===== config.mk =====
export PLATFORM = sky130hd
export DESIGN_NAME = port_sign_ext_accum_flat
export DESIGN_NICKNAME = d
export VERILOG_FILES = /design/src/rtl/port_sign_ext_accum_if.sv /design/src/rtl/port_sign_ext_accum.sv /design/src/flat_wrapper.sv
export SDC_FILE = /design/constraint.sdc
export NUM_CORES = 1
export LEC_CHECK = 0
export CORE_ASPECT_RATIO = 0.75
export CORE_MARGIN = 2
export CORE_UTILIZATION = 55
export DETAILED_ROUTE_END_ITERATION = 8
export PLACE_DENSITY = 0.92
export SLEW_MARGIN = 40
export SYNTH_ARGS = -nofsm -noshare
export SYNTH_HDL_FRONTEND = slang
export SYNTH_SLANG_ARGS = --single-unit

===== constraint.sdc =====
create_clock -name clk -period 3.5 [get_ports clk]
set_input_delay 0.35 -clock clk [delete_from_list [all_inputs] [get_ports clk]]
set_output_delay 0.35 -clock clk [all_outputs]
set_load 0.01 [all_outputs]

===== src/rtl/port_sign_ext_accum_if.sv =====
// Handshake bundle for port_sign_ext_accum: run control, sample stream and result port.
// Master drives run control and samples; slave is the accumulator.
interface port_sign_ext_accum_if #(
   parameter int unsigned CNT_W = 8
);
   logic             start;
   logic [CNT_W-1:0] count;
   logic             in_valid;
   logic             in_ready;
   logic             in_one;
   logic [1:0]       in_two;
   logic [31:0]      in_int;
   logic             out_valid;
   logic             out_ready;
   logic [31:0]      sum_one;
   logic [31:0]      sum_two;
   logic [31:0]      sum_int;
   logic [CNT_W+1:0] neg_count;
   logic             busy;

   modport master (
      output start, count, in_valid, in_one, in_two, in_int, out_ready,
      input  in_ready, out_valid, sum_one, sum_two, sum_int, neg_count, busy
   );

   modport slave (
      input  start, count, in_valid, in_one, in_two, in_int, out_ready,
      output in_ready, out_valid, sum_one, sum_two, sum_int, neg_count, busy
   );
endinterface


===== src/rtl/port_sign_ext_accum.sv =====
// Three-lane sign/zero-extending accumulator: sums a run of samples per lane and counts
// negative extended values, then presents the result on a valid/ready port.
module port_sign_ext_accum #(
   parameter bit          ONE_SIGNED = 1'b1,
   parameter bit          TWO_SIGNED = 1'b1,
   parameter bit          INT_SIGNED = 1'b1,
   parameter int unsigned CNT_W      = 8
) (
   input logic                 clk,
   input logic                 rst_n,
   port_sign_ext_accum_if.slave bus
);
   typedef enum logic [1:0] {StIdle, StAccum, StReport} state_e;

   state_e           state_q;
   logic [CNT_W-1:0] remaining_q;
   logic [31:0]      sum_one_q;
   logic [31:0]      sum_two_q;
   logic [31:0]      sum_int_q;
   logic [CNT_W+1:0] neg_q;
   logic             in_ready_q;
   logic             out_valid_q;
   logic             busy_q;

   logic [31:0]      ext_one;
   logic [31:0]      ext_two;
   logic [1:0]       neg_add;
   logic             xfer;

   always_comb begin
      ext_one = ONE_SIGNED ? {32{bus.in_one}} : {31'd0, bus.in_one};
      ext_two = TWO_SIGNED ? {{30{bus.in_two[1]}}, bus.in_two} : {30'd0, bus.in_two};
      // in_int is added as-is; its signedness only decides whether it counts as negative
      neg_add = 2'(ONE_SIGNED && bus.in_one) + 2'(TWO_SIGNED && bus.in_two[1])
              + 2'(INT_SIGNED && bus.in_int[31]);
      xfer    = bus.in_valid && in_ready_q;
   end

   always_ff @(posedge clk or negedge rst_n) begin
      if (!rst_n) begin
         state_q     <= StIdle;
         remaining_q <= '0;
         sum_one_q   <= '0;
         sum_two_q   <= '0;
         sum_int_q   <= '0;
         neg_q       <= '0;
         in_ready_q  <= 1'b0;
         out_valid_q <= 1'b0;
         busy_q      <= 1'b0;
      end else begin
         case (state_q)
            StIdle: begin
               if (bus.start) begin
                  sum_one_q <= '0;
                  sum_two_q <= '0;
                  sum_int_q <= '0;
                  neg_q     <= '0;
                  busy_q    <= 1'b1;
                  if (bus.count != '0) begin
                     remaining_q <= bus.count;
                     state_q     <= StAccum;
                     in_ready_q  <= 1'b1;
                  end else begin
                     state_q     <= StReport;
                     out_valid_q <= 1'b1;
                  end
               end
            end
            StAccum: begin
               if (xfer) begin
                  sum_one_q   <= sum_one_q + ext_one;
                  sum_two_q   <= sum_two_q + ext_two;
                  sum_int_q   <= sum_int_q + bus.in_int;
                  neg_q       <= neg_q + {{CNT_W{1'b0}}, neg_add};
                  remaining_q <= remaining_q - 1'b1;
                  if (remaining_q == CNT_W'(1)) begin
                     state_q     <= StReport;
                     in_ready_q  <= 1'b0;
                     out_valid_q <= 1'b1;
                  end
               end
            end
            StReport: begin
               if (bus.out_ready) begin
                  state_q     <= StIdle;
                  out_valid_q <= 1'b0;
                  busy_q      <= 1'b0;
               end
            end
            default: begin
               state_q     <= StIdle;
               in_ready_q  <= 1'b0;
               out_valid_q <= 1'b0;
               busy_q      <= 1'b0;
            end
         endcase
      end
   end

   assign bus.in_ready  = in_ready_q;
   assign bus.out_valid = out_valid_q;
   assign bus.busy      = busy_q;
   assign bus.sum_one   = sum_one_q;
   assign bus.sum_two   = sum_two_q;
   assign bus.sum_int   = sum_int_q;
   assign bus.neg_count = neg_q;
endmodule

===== src/flat_wrapper.sv =====
// flat-port wrapper written by rule: the top's interface ports become plain ports
module port_sign_ext_accum_flat 
#(
   parameter bit          ONE_SIGNED = 1'b1,
   parameter bit          TWO_SIGNED = 1'b1,
   parameter bit          INT_SIGNED = 1'b1,
   parameter int unsigned CNT_W      = 8
)
  (clk, rst_n, bus_start, bus_count, bus_in_valid, bus_in_one, bus_in_two, bus_in_int, bus_out_ready, bus_in_ready, bus_out_valid, bus_sum_one, bus_sum_two, bus_sum_int, bus_neg_count, bus_busy);
  port_sign_ext_accum_if #(.CNT_W(CNT_W)) bus_i ();
  input logic clk;
  input logic rst_n;
  input wire logic [$bits(bus_i.start)-1:0] bus_start;
  input wire logic [$bits(bus_i.count)-1:0] bus_count;
  input wire logic [$bits(bus_i.in_valid)-1:0] bus_in_valid;
  input wire logic [$bits(bus_i.in_one)-1:0] bus_in_one;
  input wire logic [$bits(bus_i.in_two)-1:0] bus_in_two;
  input wire logic [$bits(bus_i.in_int)-1:0] bus_in_int;
  input wire logic [$bits(bus_i.out_ready)-1:0] bus_out_ready;
  output wire logic [$bits(bus_i.in_ready)-1:0] bus_in_ready;
  output wire logic [$bits(bus_i.out_valid)-1:0] bus_out_valid;
  output wire logic [$bits(bus_i.sum_one)-1:0] bus_sum_one;
  output wire logic [$bits(bus_i.sum_two)-1:0] bus_sum_two;
  output wire logic [$bits(bus_i.sum_int)-1:0] bus_sum_int;
  output wire logic [$bits(bus_i.neg_count)-1:0] bus_neg_count;
  output wire logic [$bits(bus_i.busy)-1:0] bus_busy;
  assign bus_i.start = bus_start;
  assign bus_i.count = bus_count;
  assign bus_i.in_valid = bus_in_valid;
  assign bus_i.in_one = bus_in_one;
  assign bus_i.in_two = bus_in_two;
  assign bus_i.in_int = bus_in_int;
  assign bus_i.out_ready = bus_out_ready;
  assign bus_in_ready = bus_i.in_ready;
  assign bus_out_valid = bus_i.out_valid;
  assign bus_sum_one = bus_i.sum_one;
  assign bus_sum_two = bus_i.sum_two;
  assign bus_sum_int = bus_i.sum_int;
  assign bus_neg_count = bus_i.neg_count;
  assign bus_busy = bus_i.busy;
  port_sign_ext_accum #(.ONE_SIGNED(ONE_SIGNED), .TWO_SIGNED(TWO_SIGNED), .INT_SIGNED(INT_SIGNED), .CNT_W(CNT_W)) u_core (.clk(clk), .rst_n(rst_n), .bus(bus_i));
endmodule

==> metrics.md, run 1 <==
| Metric | Value |
|---|---|
| First-pass GRT wire length | `44700 um` |
| GPL Wtd Cong | `0.926` |
| Crit. path cell count | `12` |
| Top Metal Used | `met5` |
| Avg Cell Area, Syn | `8.40 um^2` |
| CP Class | `input pin to flip-flop` |
| GR Util All Layers | `29.7%` |
| Final core occ | `73.0%` |
| Insertion delay to the later sink of the worst-skew pair | `0.43 ns` |
| Clk root buf | `clkbuf_16` |
| Worst Hold Class | `input pin to async pin` |
| Routed wire length | `approximately 27000 um` |
| Ant diodes | `0` |
| R2R Setup Slk | `between 0.3 and 0.4 ns` |
| Fraction of layout cells with a size suffix above 1 | `under 10%` |
| I/O pin cnt | `157` |
| Std cell rows | `41` |
| Tcrit/Tclk final | `about 93%` |
| Critical Path Max Stage Delay | `roughly 0.56 ns` |
| Die Height | `119 um` |
| Seq/Total Area, Yosys | `between 30% and 40%` |
| Pwr Density | `833 mW/mm^2` |
| Cell depth of the worst flop-to-flop path | `11` |
| Htree depth | `4` |
| Crit path max-delay family | `compound AO/OA/AOI/OAI gates` |
| Reg2reg end | `u_core.bus.sum_two[28]` |
| Vias in the first global route | `9284` |
| Synth Warn # | `0` |
| Overall power | `10.3 mW` |
| Synth Flop Type | `dfrtp_1` |
| Routed len/inst | `17.4 um` |
| Post-layout instance area | `0.0124 mm^2` |
| Critical Path End Type | `flip-flop` |
| RSZ-0062 raised after global routing | `false` |
| Outcome | `completed` |
| Mapped Cells | `approximately 1100` |
| Area Growth Syn to Fin | `28.6%` |
| Placeable Area | `0.0170 mm^2` |
| Commonest non-fill, non-tap cell in the layout | `clkdlybuf4s50_1` |
| DRC | `0` |
| Max Slew Vio Count | `0` |
| Critical-path cell list | `clkdlybuf4s50_1 > ha_1 > inv_1 > fa_1 > nor2b_1 > o31a_1 > o2111ai_1 > a31oi_1 > o21ai_1 > a2111oi_0 > o21ai_0 > a32o_1` |
| Netlist cell types | `74` |
| Setup TNS | `0 ns` |
| Clock skew | `0.00913 ns` |
| Worst Max-Slew Pin Slew | `roughly 0.76 ns` |
| Synth top area cells | `dfrtp_1 31%, ha_1 13%, o21ai_0 5.9%` |
| Clk buf depth | `2` |
| Synth top area share | `30.9%` |
| Crit path max fanout | `5` |
| Critical Path Start Type | `input pin` |
| WHS | `~0.47 ns` |
| Drt via density | `6.22` |
| Post-DP HPWL | `19600 um` |
| Commonest non-fill, non-tap cells in the layout | `155 x clkdlybuf4s50_1, 138 x nand2_1, 119 x dfrtp_1` |
| Yosys reg bits | `119` |
| Max-cap violations | `0` |
| Post-Syn Nets | `1297` |
| Total vias in the final route | `a little under 10000` |
| Final setup violation count | `0` |
| Antenna Nets Post-Route | `0` |
| FF-to-FF Start | `u_core.bus.sum_two[0]` |
| Setup repair bufs after CTS | `0` |
| Number of buffers created by CTS | `17` |
| Metal2 WL | `11900 um` |
| Crit path arrival time | `3.57 ns` |
| Asr flop ratio synth | `100%` |
| Clock transition at path regs | `0.06 ns` |
| Die width | `157 um` |
| Critical Path RT | `about 3.8 ns` |
| Peak supply drop | `0.000404 V` |
| Fin nets | `1478` |
| Total Die Area | `0.0186 mm^2` |
| Slew headroom | `around 49%` |
| Gr ovfl total | `0` |
| Pleak | `5.69 nW` |
| Hold Fails Final Rpt | `0` |
| Fmax | `around 0.3 GHz` |
| Drt first-iter violations | `932` |
| Wire length on met3 | `2260 um` |
| Cell taking the most area after synthesis | `dfrtp_1` |
| TritonCTS clock tree | `done` |
| Cts repair resizes | `0` |
| Placed cell area | `0.0117 mm^2` |
| CTS sink cnt | `119` |
| Netlist Area Pre-Place | `0.00963 mm^2` |
| Port Buf Inserts | `156` |
| Largest net degree at the start of global routing | `65` |
| Crit-path slowest cell | `clkdlybuf4s50_1` |
| Initial antenna violation count | `1` |
| Buf/Inv on CP | `2` |
| DRT Pass-1 Iters | `6` |
| CTS Hold Bufs | `1` |
| EDFF count, synth | `0` |
| Final min period | `3.25 ns` |
| Initial Utilization | `56.7%` |
| WL met1 | `12400 um` |
==> cells in the mapped netlist (all sizes together), types with 5 or more instances <==
| master | number |
|---|---|
| a31oi | 12 |
| ha | 97 |
| or3 | 13 |
| o31ai | 13 |
| nand4 | 10 |
| and4 | 5 |
| mux2i | 5 |
| o22ai | 8 |
| o21ai | 117 |
| o211ai | 12 |
| fa | 5 |
| a22o | 16 |
| nand2b | 10 |
| and3 | 13 |
| a211o | 6 |
| inv | 32 |
| o21bai | 9 |
| nor2b | 12 |
| nand2 | 138 |
| and2 | 9 |
| nor2 | 70 |
| a32o | 8 |
| xor2 | 39 |
| a211oi | 13 |
| a221o | 5 |
| xnor2 | 30 |
| o21a | 26 |
| dfrtp | 119 |
| nand3 | 35 |
| nor3 | 18 |
| clkbuf | 39 |
| a21oi | 95 |
| a21o | 42 |
| nor3b | 6 |
| nor4 | 9 |
==> worst reg2reg max path: cells and delay by family (launching register included) <==
kind / cells / cell delay (ns)
buffers and inverters: 1 / 0.08
adder cells (fa/ha/maj): 2 / 0.63
flip-flops: 1 / 0.38
AO/OA/AOI/OAI: 4 / 1.05
AND/OR/NAND/NOR: 4 / 0.95
==> worst max-delay path by stage <==
stage                                     start                endpoint  slack, ns
final                                bus_in_one  u_core.bus.sum_one[26]       0.25
after global routing                 bus_in_one  u_core.bus.sum_one[26]       0.09
after CTS                            bus_in_one  u_core.bus.sum_one[26]       0.29
after detailed placement             bus_in_one  u_core.bus.sum_one[26]      -0.08
after global placement            bus_in_two[0]  u_core.bus.sum_two[28]       0.08
after floorplan           u_core.bus.sum_two[0]  u_core.bus.sum_two[28]       0.60
==> per-layer routing <==
metal	vias up	GRT usage, %
li1	4641	-
met1	4597	41.7
met2	476	43.8
met3	89	6.71
met4	2	12.4
met5	-	0
==> stage by stage <==
stage                     setup slack [ns]  std cells
final                                0.245       1577
after global routing                0.0925       1577
after CTS                            0.287       1577
after detailed placement           -0.0830       1544
after global placement              0.0785       1544
after floorplan                      0.601       1147
==> registers in the layout, summed over array words and instances (netlist names) <==
| name | flops |
|---|---|
| u_core.bus.busy | 1 |
| u_core.bus.sum_two | 32 |
| u_core.bus.neg_count | 10 |
| u_core.bus.sum_int | 32 |
| u_core.remaining_q | 8 |
| u_core.state_q | 2 |
| u_core.bus.sum_one | 32 |
| u_core.bus.out_valid | 1 |
| u_core.bus.in_ready | 1 |
==> final cells by class <==
| class | instances | area, um^2 |
|---|---|---|
| Clock buffer | 18 | 439 |
| Clock inverter | 14 | 229 |
| Fill cell | 1217 | 4590 |
| Inverter | 32 | 120 |
| Multi-Input combinational cell | 953 | 6380 |
| Sequential cell | 119 | 2980 |
| Tap cell | 236 | 295 |
| Timing Repair Buffer | 205 | 1950 |
==> cells by family (layout without fill, tap and decap cells) <==
family / count (synthesis) / count (layout) / synth area share, %
compound gates: 416 / 416 / 27.9
xor+xnor: 69 / 69 / 6.27
fa+ha+maj: 102 / 102 / 13.6
buf+inv: 75 / 269 / 2.99
flops: 119 / 119 / 30.9
mux: 5 / 5 / 0.520
simple gates: 361 / 361 / 17.8
==> power breakdown <==
part / internal (mW) / switching (mW) / leakage, nW / total (mW)
Clock: 1.35 / 0.674 / 0.325 / 2.02
Combinational: 2.73 / 3.20 / 3.81 / 5.94
Sequential: 1.87 / 0.495 / 1.55 / 2.37
Total: 5.95 / 4.37 / 5.69 / 10.3
No activity file was read; power rests on OpenSTA's default activity.
==> run 2: changes to the inputs <==
--- a/config.mk
+++ b/config.mk
@@ -6,7 +6,7 @@
 export NUM_CORES = 1
 export LEC_CHECK = 0
 export CORE_ASPECT_RATIO = 0.75
-export CORE_MARGIN = 2
+export CORE_MARGIN = 5
 export CORE_UTILIZATION = 55
 export DETAILED_ROUTE_END_ITERATION = 8
 export PLACE_DENSITY = 0.92
@@ -14,3 +14,4 @@
 export SYNTH_ARGS = -nofsm -noshare
 export SYNTH_HDL_FRONTEND = slang
 export SYNTH_SLANG_ARGS = --single-unit
+export TNS_END_PERCENT = 100
==> run 2 against run 1 <==
Net effect:
- wire length increased by 1.6%
- register-to-register slack got worse by 0.08 ns
- non-clock buffer count decreased by 7
- combinational power about the same
- clock-buffer cell count increased by 7
- total power decreased by 0.40%
- clock power decreased by 3%
- critical path type unchanged
- critical endpoint unchanged
- largest power group unchanged
==> metrics.md, run 2 (synthesized netlist as in run 1, its figures left out) <==
| Metric | Value |
|---|---|
| DRC | `0 (unchanged)` |
| Max Slew Vio Count | `0 (unchanged)` |
| Final min period | `3.33 ns (was 3.25 ns)` |
| Fill cell count | `1232 (was 1217)` |
| GPL Wtd Cong | `0.973 (was 0.926)` |
| Worst Hold Class | `input pin to async pin (unchanged)` |
| Crit path max fanout | `4 (was 5)` |
| DRT Pass-1 Iters | `5 (was 6)` |
| Vias in the first global route | `9484 (was 9284)` |
| Commonest non-fill, non-tap cell in the layout | `clkdlybuf4s50_1 (unchanged)` |
| Placed Cells | `1536 (was 1544)` |
| Placeable Area | `0.0170 mm^2 (about the same)` |
| Critical Path RT | `3.79 ns (was 3.81 ns)` |
| Final core occ | `72.5% (was 73.0%)` |
| Post-layout instance area | `0.0124 mm^2 (about the same)` |
| Critical Path Start Type | `input pin (unchanged)` |
| TritonCTS clock tree | `done (unchanged)` |
| Hold Fails Final Rpt | `0 (unchanged)` |
| Worst Max-Slew Pin Slew | `0.696 ns (was 0.755 ns)` |
| RSZ-0062 raised after global routing | `false (unchanged)` |
| Metal2 WL | `12500 um (was 11900 um)` |
| Total Die Area | `0.0203 mm^2 (was 0.0186 mm^2)` |
| Setup repair bufs after CTS | `0 (unchanged)` |
| Buf/Inv on CP | `2 (unchanged)` |
| Clock transition at path regs | `0.05 ns (was 0.06 ns)` |
| Antenna Nets Post-Route | `0 (unchanged)` |
| Clk root buf | `clkbuf_16 (unchanged)` |
| Max-cap violations | `0 (unchanged)` |
| CP Class | `input pin to flip-flop (unchanged)` |
| Critical Path Max Stage Delay | `0.56 ns (about the same)` |
| Htree depth | `4 (unchanged)` |
| Port Buf Inserts | `156 (unchanged)` |
| Wire length on met3 | `2250 um (was 2260 um)` |
| Routed len/inst | `17.7 um (was 17.4 um)` |
| Clock skew | `0.0104 ns (was 0.00913 ns)` |
| Initial antenna violation count | `0 (was 1)` |
| Dpl ws | `-0.0310 ns (was -0.0830 ns)` |
| I/O pin cnt | `157 (unchanged)` |
| Pleak | `5.67 nW (was 5.69 nW)` |
| Critical Path End Type | `flip-flop (unchanged)` |
| Pwr Density | `832 mW/mm^2 (was 833 mW/mm^2)` |
| Number of buffers created by CTS | `17 (unchanged)` |
| Fin worst setup slack | `0.172 ns (was 0.245 ns)` |
| Drt first-iter violations | `925 (was 932)` |
| Critical-path cell list | `clkdlybuf4s50_1 > ha_1 > inv_1 > fa_1 > nor2b_1 > o31a_1 > o2111ai_1 > a31oi_1 > o21ai_1 > a2111oi_0 > o21ai_0 > a32o_1 (unchanged)` |
| Std cell rows | `41 (unchanged)` |
| Final setup violation count | `0 (unchanged)` |
| Area Growth Syn to Fin | `28.2% (was 28.6%)` |
| Crit path max-delay family | `compound AO/OA/AOI/OAI gates (unchanged)` |
| Post-DP HPWL | `19900 um (was 19600 um)` |
| Gr ovfl total | `0 (unchanged)` |
| Crit-path slowest cell | `a2111oi_0 (was clkdlybuf4s50_1)` |
| Total vias in the final route | `9713 (was 9805)` |
| WL met1 | `12500 um (was 12400 um)` |
| Clk buf depth | `2 (unchanged)` |
| Fmax | `0.300 GHz (was 0.307 GHz)` |
| Fin cells | `1570 (was 1577)` |
| Initial Utilization | `56.6% (was 56.7%)` |
| Commonest non-fill, non-tap cells in the layout | `155 x clkdlybuf4s50_1, 138 x nand2_1, 119 x dfrtp_1 (unchanged)` |
| Cts repair resizes | `0 (unchanged)` |
| Routed wire length | `27800 um (was 27400 um)` |
| CTS Hold Bufs | `1 (unchanged)` |
| Drt via density | `6.19 (was 6.22)` |
| Top Metal Used | `met4 (was met5)` |
| WHS | `0.504 ns (was 0.472 ns)` |
| First-pass GRT wire length | `46500 um (was 44700 um)` |
| Ant diodes | `0 (unchanged)` |
| Fin nets | `1471 (was 1478)` |
| Placed cell area | `0.0117 mm^2 (about the same)` |
| Crit path arrival time | `3.62 ns (was 3.57 ns)` |
| Peak supply drop | `0.000423 V (was 0.000404 V)` |
| Slew headroom | `53.3% (was 49.0%)` |
| Outcome | `completed (unchanged)` |
| Tcrit/Tclk final | `95.1% (was 93.0%)` |
| Largest net degree at the start of global routing | `80 (was 65)` |
| Die width | `163 um (was 157 um)` |
| Insertion delay to the later sink of the worst-skew pair | `0.42 ns (was 0.43 ns)` |
| Fraction of layout cells with a size suffix above 1 | `6.75% (was 7.38%)` |
| Die Height | `125 um (was 119 um)` |
| CTS sink cnt | `119 (unchanged)` |
| GR Util All Layers | `27.2% (was 29.7%)` |
[run 2: worst paths after layout]
path / endpoint / cells past startpoint / slack, ns / startpoint
max: u_core.bus.sum_one[26] / 12 / 0.17 / bus_in_one
min: u_core.bus.sum_one[16] / 2 / 0.50 / rst_n
max reg2reg: u_core.bus.sum_one[26] / 11 / 0.25 / u_core.bus.sum_one[0]
min reg2reg: u_core.bus.sum_int[10] / 2 / 0.51 / u_core.bus.sum_int[10]
max in group asynchronous: u_core.bus.sum_int[31] / 3 / 2.30 / rst_n
min in group clk: u_core.bus.sum_int[10] / 2 / 0.51 / u_core.bus.sum_int[10]
[run 2: worst reg2reg max path, cell delays in order, from the launching register on]
cell and delay, ns:
dfrtp_1 0.39, ha_1 0.21, inv_1 0.07, fa_1 0.38, nor2b_1 0.18, o31a_1 0.23
o2111ai_1 0.20, a31oi_1 0.26, o21ai_1 0.12, a2111oi_0 0.56, o21ai_0 0.21, a32o_1 0.32
[run 2: cell type report]
class,count,area [um^2],area share (%)
Tap cell,236,295,2.39
Clock buffer,25,515,4.17
Multi-Input combinational cell,953,6380,51.7
Clock inverter,7,138,1.11
Inverter,32,120,0.972
Timing Repair Buffer,198,1930,15.6
Sequential cell,119,2980,24.1
[run 2: routing by layer]
layer	track usage [%]	up-vias
li1	-	4609
met1	38.7	4577
met2	41.8	470
met3	5.66	57
met4	7.99	0
met5	0	-
[run 2: power by group]
group	leakage, nW	switching (mW)	internal (mW)
combinational	3.80	3.22	2.74
clock	0.319	0.646	1.30
sequential	1.55	0.502	1.87
total	5.67	4.36	5.92
[run 2: stage by stage]
step	setup TNS, ns	total power [mW]
after detailed placement	-0.0310	8.16
after floorplan	0	6.07
after CTS	0	10.2
after global routing	0	11.0
final	0	10.3
after global placement	0	7.95
==> run 3: changes to the inputs <==
--- a/config.mk
+++ b/config.mk
@@ -10,6 +10,7 @@
 export CORE_UTILIZATION = 55
 export DETAILED_ROUTE_END_ITERATION = 8
 export PLACE_DENSITY = 0.92
+export REMOVE_ABC_BUFFERS = 1
 export SLEW_MARGIN = 40
 export SYNTH_ARGS = -nofsm -noshare
 export SYNTH_HDL_FRONTEND = slang
==> run 3 against run 2 <==
Net effect:
- the flow now finishes with violations (hold timing)
- critical path depth stayed put
- wire length is 2.7% higher
- utilization is 0.79 points lower
- clock skew is 0.00076 ns lower
- clock power is 3% lower
- die area stayed put
- cell count is 0.83% lower
- register-to-register slack better by 0.07 ns
- first-iteration DRC count is 7.0% lower
- sequential cell count stayed put
- via count is 0.20% higher
==> metrics.md, run 3 (synthesized netlist as in run 1, its figures left out) <==
| Metric | Value |
|---|---|
| Outcome | `finished with violations (was completed)` |
| Failing checks | `hold timing` |
| Routed len/inst | `18.4 um (was 17.7 um)` |
| Clk buf depth | `2 (unchanged)` |
| Placed cell area | `0.0116 mm^2 (was 0.0117 mm^2)` |
| Port Buf Inserts | `156 (unchanged)` |
| DRC | `0 (unchanged)` |
| GR Util met2 | `42.8% (was 41.8%)` |
| GR Util All Layers | `27.7% (was 27.2%)` |
| Std cell rows | `41 (unchanged)` |
| TritonCTS clock tree | `done (unchanged)` |
| Worst Max-Slew Pin Slew | `0.737 ns (was 0.696 ns)` |
| Clock skew | `0.00961 ns (was 0.0104 ns)` |
| GPL Wtd Cong | `0.934 (was 0.973)` |
| Met3 global-route usage | `5.76% (was 5.66%)` |
| FF-to-FF Start | `u_core.bus.sum_one[0] (unchanged)` |
| First-pass GRT wire length | `46600 um (was 46500 um)` |
| Post-layout instance area | `0.0122 mm^2 (was 0.0124 mm^2)` |
| Drt first-iter violations | `860 (was 925)` |
| Reg2reg end | `u_core.bus.sum_one[26] (unchanged)` |
| Crit path max fanout | `4 (unchanged)` |
| Routed wire length | `28600 um (was 27800 um)` |
| Crit path arrival time | `3.59 ns (was 3.62 ns)` |
| Commonest non-fill, non-tap cell in the layout | `clkdlybuf4s50_1 (unchanged)` |
| Max Slew Vio Count | `0 (unchanged)` |
| Critical-path cell list | `clkdlybuf4s50_1 > ha_1 > inv_1 > fa_1 > nor2b_1 > o31a_1 > o2111ai_1 > a31oi_1 > o21ai_1 > a2111oi_0 > o21ai_0 > a32o_1 (unchanged)` |
| Number of buffers created by CTS | `17 (unchanged)` |
| Cell depth of the worst flop-to-flop path | `11 (unchanged)` |
| Total vias in the final route | `9732 (was 9713)` |
| Setup repair bufs after CTS | `0 (unchanged)` |
| Fmax | `0.305 GHz (was 0.300 GHz)` |
| RSZ-0062 raised after global routing | `false (unchanged)` |
| Setup TNS | `0 ns (unchanged)` |
| CP Class | `input pin to flip-flop (unchanged)` |
| Final setup violation count | `0 (unchanged)` |
| CTS sink cnt | `119 (unchanged)` |
| Critical Path Start Type | `input pin (unchanged)` |
| Critical Path Max Stage Delay | `0.53 ns (was 0.56 ns)` |
| Fin worst setup slack | `0.221 ns (was 0.172 ns)` |
| Commonest non-fill, non-tap cells in the layout | `155 x clkdlybuf4s50_1, 138 x nand2_1, 119 x dfrtp_1 (unchanged)` |
| Fraction of layout cells with a size suffix above 1 | `6.06% (was 6.75%)` |
| Final min period | `3.28 ns (was 3.33 ns)` |
| Area Growth Syn to Fin | `26.8% (was 28.2%)` |
| Insertion delay to the later sink of the worst-skew pair | `0.43 ns (was 0.42 ns)` |
| Busiest grt layer | `met2 (unchanged)` |
| Cts repair resizes | `0 (unchanged)` |
| Dpl ws | `-0.0873 ns (was -0.0310 ns)` |
| Largest net degree at the start of global routing | `80 (unchanged)` |
| Pleak | `5.59 nW (was 5.67 nW)` |
| Clock transition at path regs | `0.06 ns (was 0.05 ns)` |
| Fill cell count | `1298 (was 1232)` |
| Pwr Density | `831 mW/mm^2 (was 832 mW/mm^2)` |
| Antenna Nets Post-Route | `0 (unchanged)` |
| Drt via density | `6.25 (was 6.19)` |
| Die Height | `125 um (unchanged)` |
| Initial Utilization | `56.6% (unchanged)` |
| Crit-path slowest cell | `clkdlybuf4s50_1 (was a2111oi_0)` |
| Final core occ | `71.8% (was 72.5%)` |
| Die width | `163 um (unchanged)` |
| Hold Fails Final Rpt | `8 (was 0)` |
| Vias in the first global route | `9320 (was 9484)` |
| CTS Hold Bufs | `0 (was 1)` |
| Tcrit/Tclk final | `93.7% (was 95.1%)` |
| Slew headroom | `50.9% (was 53.3%)` |
| Clk root buf | `clkbuf_16 (unchanged)` |
| Met1 Use GR | `39.0% (was 38.7%)` |
| Total Die Area | `0.0203 mm^2 (unchanged)` |
| Critical Path RT | `3.81 ns (was 3.79 ns)` |
| WHS | `-0.00579 ns (was 0.504 ns)` |
| Ant diodes | `0 (unchanged)` |
| I/O pin cnt | `157 (unchanged)` |
| R2R Setup Slk | `0.32 ns (was 0.25 ns)` |
| Htree depth | `4 (unchanged)` |
| Placeable Area | `0.0170 mm^2 (unchanged)` |
| Fin nets | `1458 (was 1471)` |
| Critical Path End Type | `flip-flop (unchanged)` |
| Initial antenna violation count | `0 (unchanged)` |
| Worst Hold Class | `input pin to async pin (unchanged)` |
| Gr ovfl total | `0 (unchanged)` |
| Peak supply drop | `0.000433 V (was 0.000423 V)` |
| DRT Pass-1 Iters | `6 (was 5)` |
| Max-cap violations | `0 (unchanged)` |
| Overall power | `10.2 mW (was 10.3 mW)` |
| Post-DP HPWL | `20500 um (was 19900 um)` |
run 3: cell count changes in the layout (fill, tap and decap cells not counted), moves of 2 or more:
cell / previous run / this run
clkbuf_1: 2 / 0
buf_4: 38 / 27
clkbuf_8: 6 / 10
bufinv_16: 4 / 2
run 3: worst max-delay path: cells and delay by family:
| kind | cells | cell delay (ns) |
|---|---|---|
| AO/OA/AOI/OAI | 7 | 1.78 |
| adder cells (fa/ha/maj) | 2 | 0.61 |
| buffers and inverters | 2 | 0.59 |
| AND/OR/NAND/NOR | 1 | 0.25 |
run 3: worst max-delay path by stage:
| stage | startpoint | to | slack, ns | cells after the start |
|---|---|---|---|---|
| 6_report | bus_in_one | u_core.bus.sum_one[26] | 0.22 | 12 |
| 5_1_grt | bus_in_one | u_core.bus.sum_one[30] | 0.09 | 13 |
| 4_1_cts | bus_in_one | u_core.bus.sum_one[26] | 0.35 | 12 |
| 3_5_place_dp | bus_in_one | u_core.bus.sum_one[26] | -0.09 | 12 |
| 3_3_place_gp | bus_in_two[0] | u_core.bus.sum_two[28] | 0.11 | 12 |
| 2_1_floorplan | u_core.state_q[0] | u_core.bus.neg_count[6] | -1.26 | 7 |
run 3: stage by stage:
| step | cells | hold slack, ns |
|---|---|---|
| finish | 1557 | -0.00579 |
| global route | 1557 | 0.0539 |
| CTS | 1557 | 0.0113 |
| detailed placement | 1525 | 0.463 |
| global placement | 1524 | 0.455 |
| floorplan | 1104 | 0.0544 |
run 3: layout make-up:
cell class | instances | area (um^2) | area share [%]
clock buffers | 27 | 563 | 4.61
inverters | 32 | 120 | 0.983
clock inverters | 5 | 80.1 | 0.655
flip-flops and latches | 119 | 2980 | 24.4
repair buffers | 185 | 1800 | 14.7
well taps | 236 | 295 | 2.42
multi-input cells | 953 | 6380 | 52.2
run 3: layer usage:
metal,up-vias,wire [um]
li1,4589,-
met1,4612,12800
met2,464,12800
met3,67,2280
met4,0,677
met5,-,0
run 3: report_power, final:
group	internal [mW]	switching, mW
Clock	1.24	0.651
Sequential	1.87	0.490
Combinational	2.68	3.23
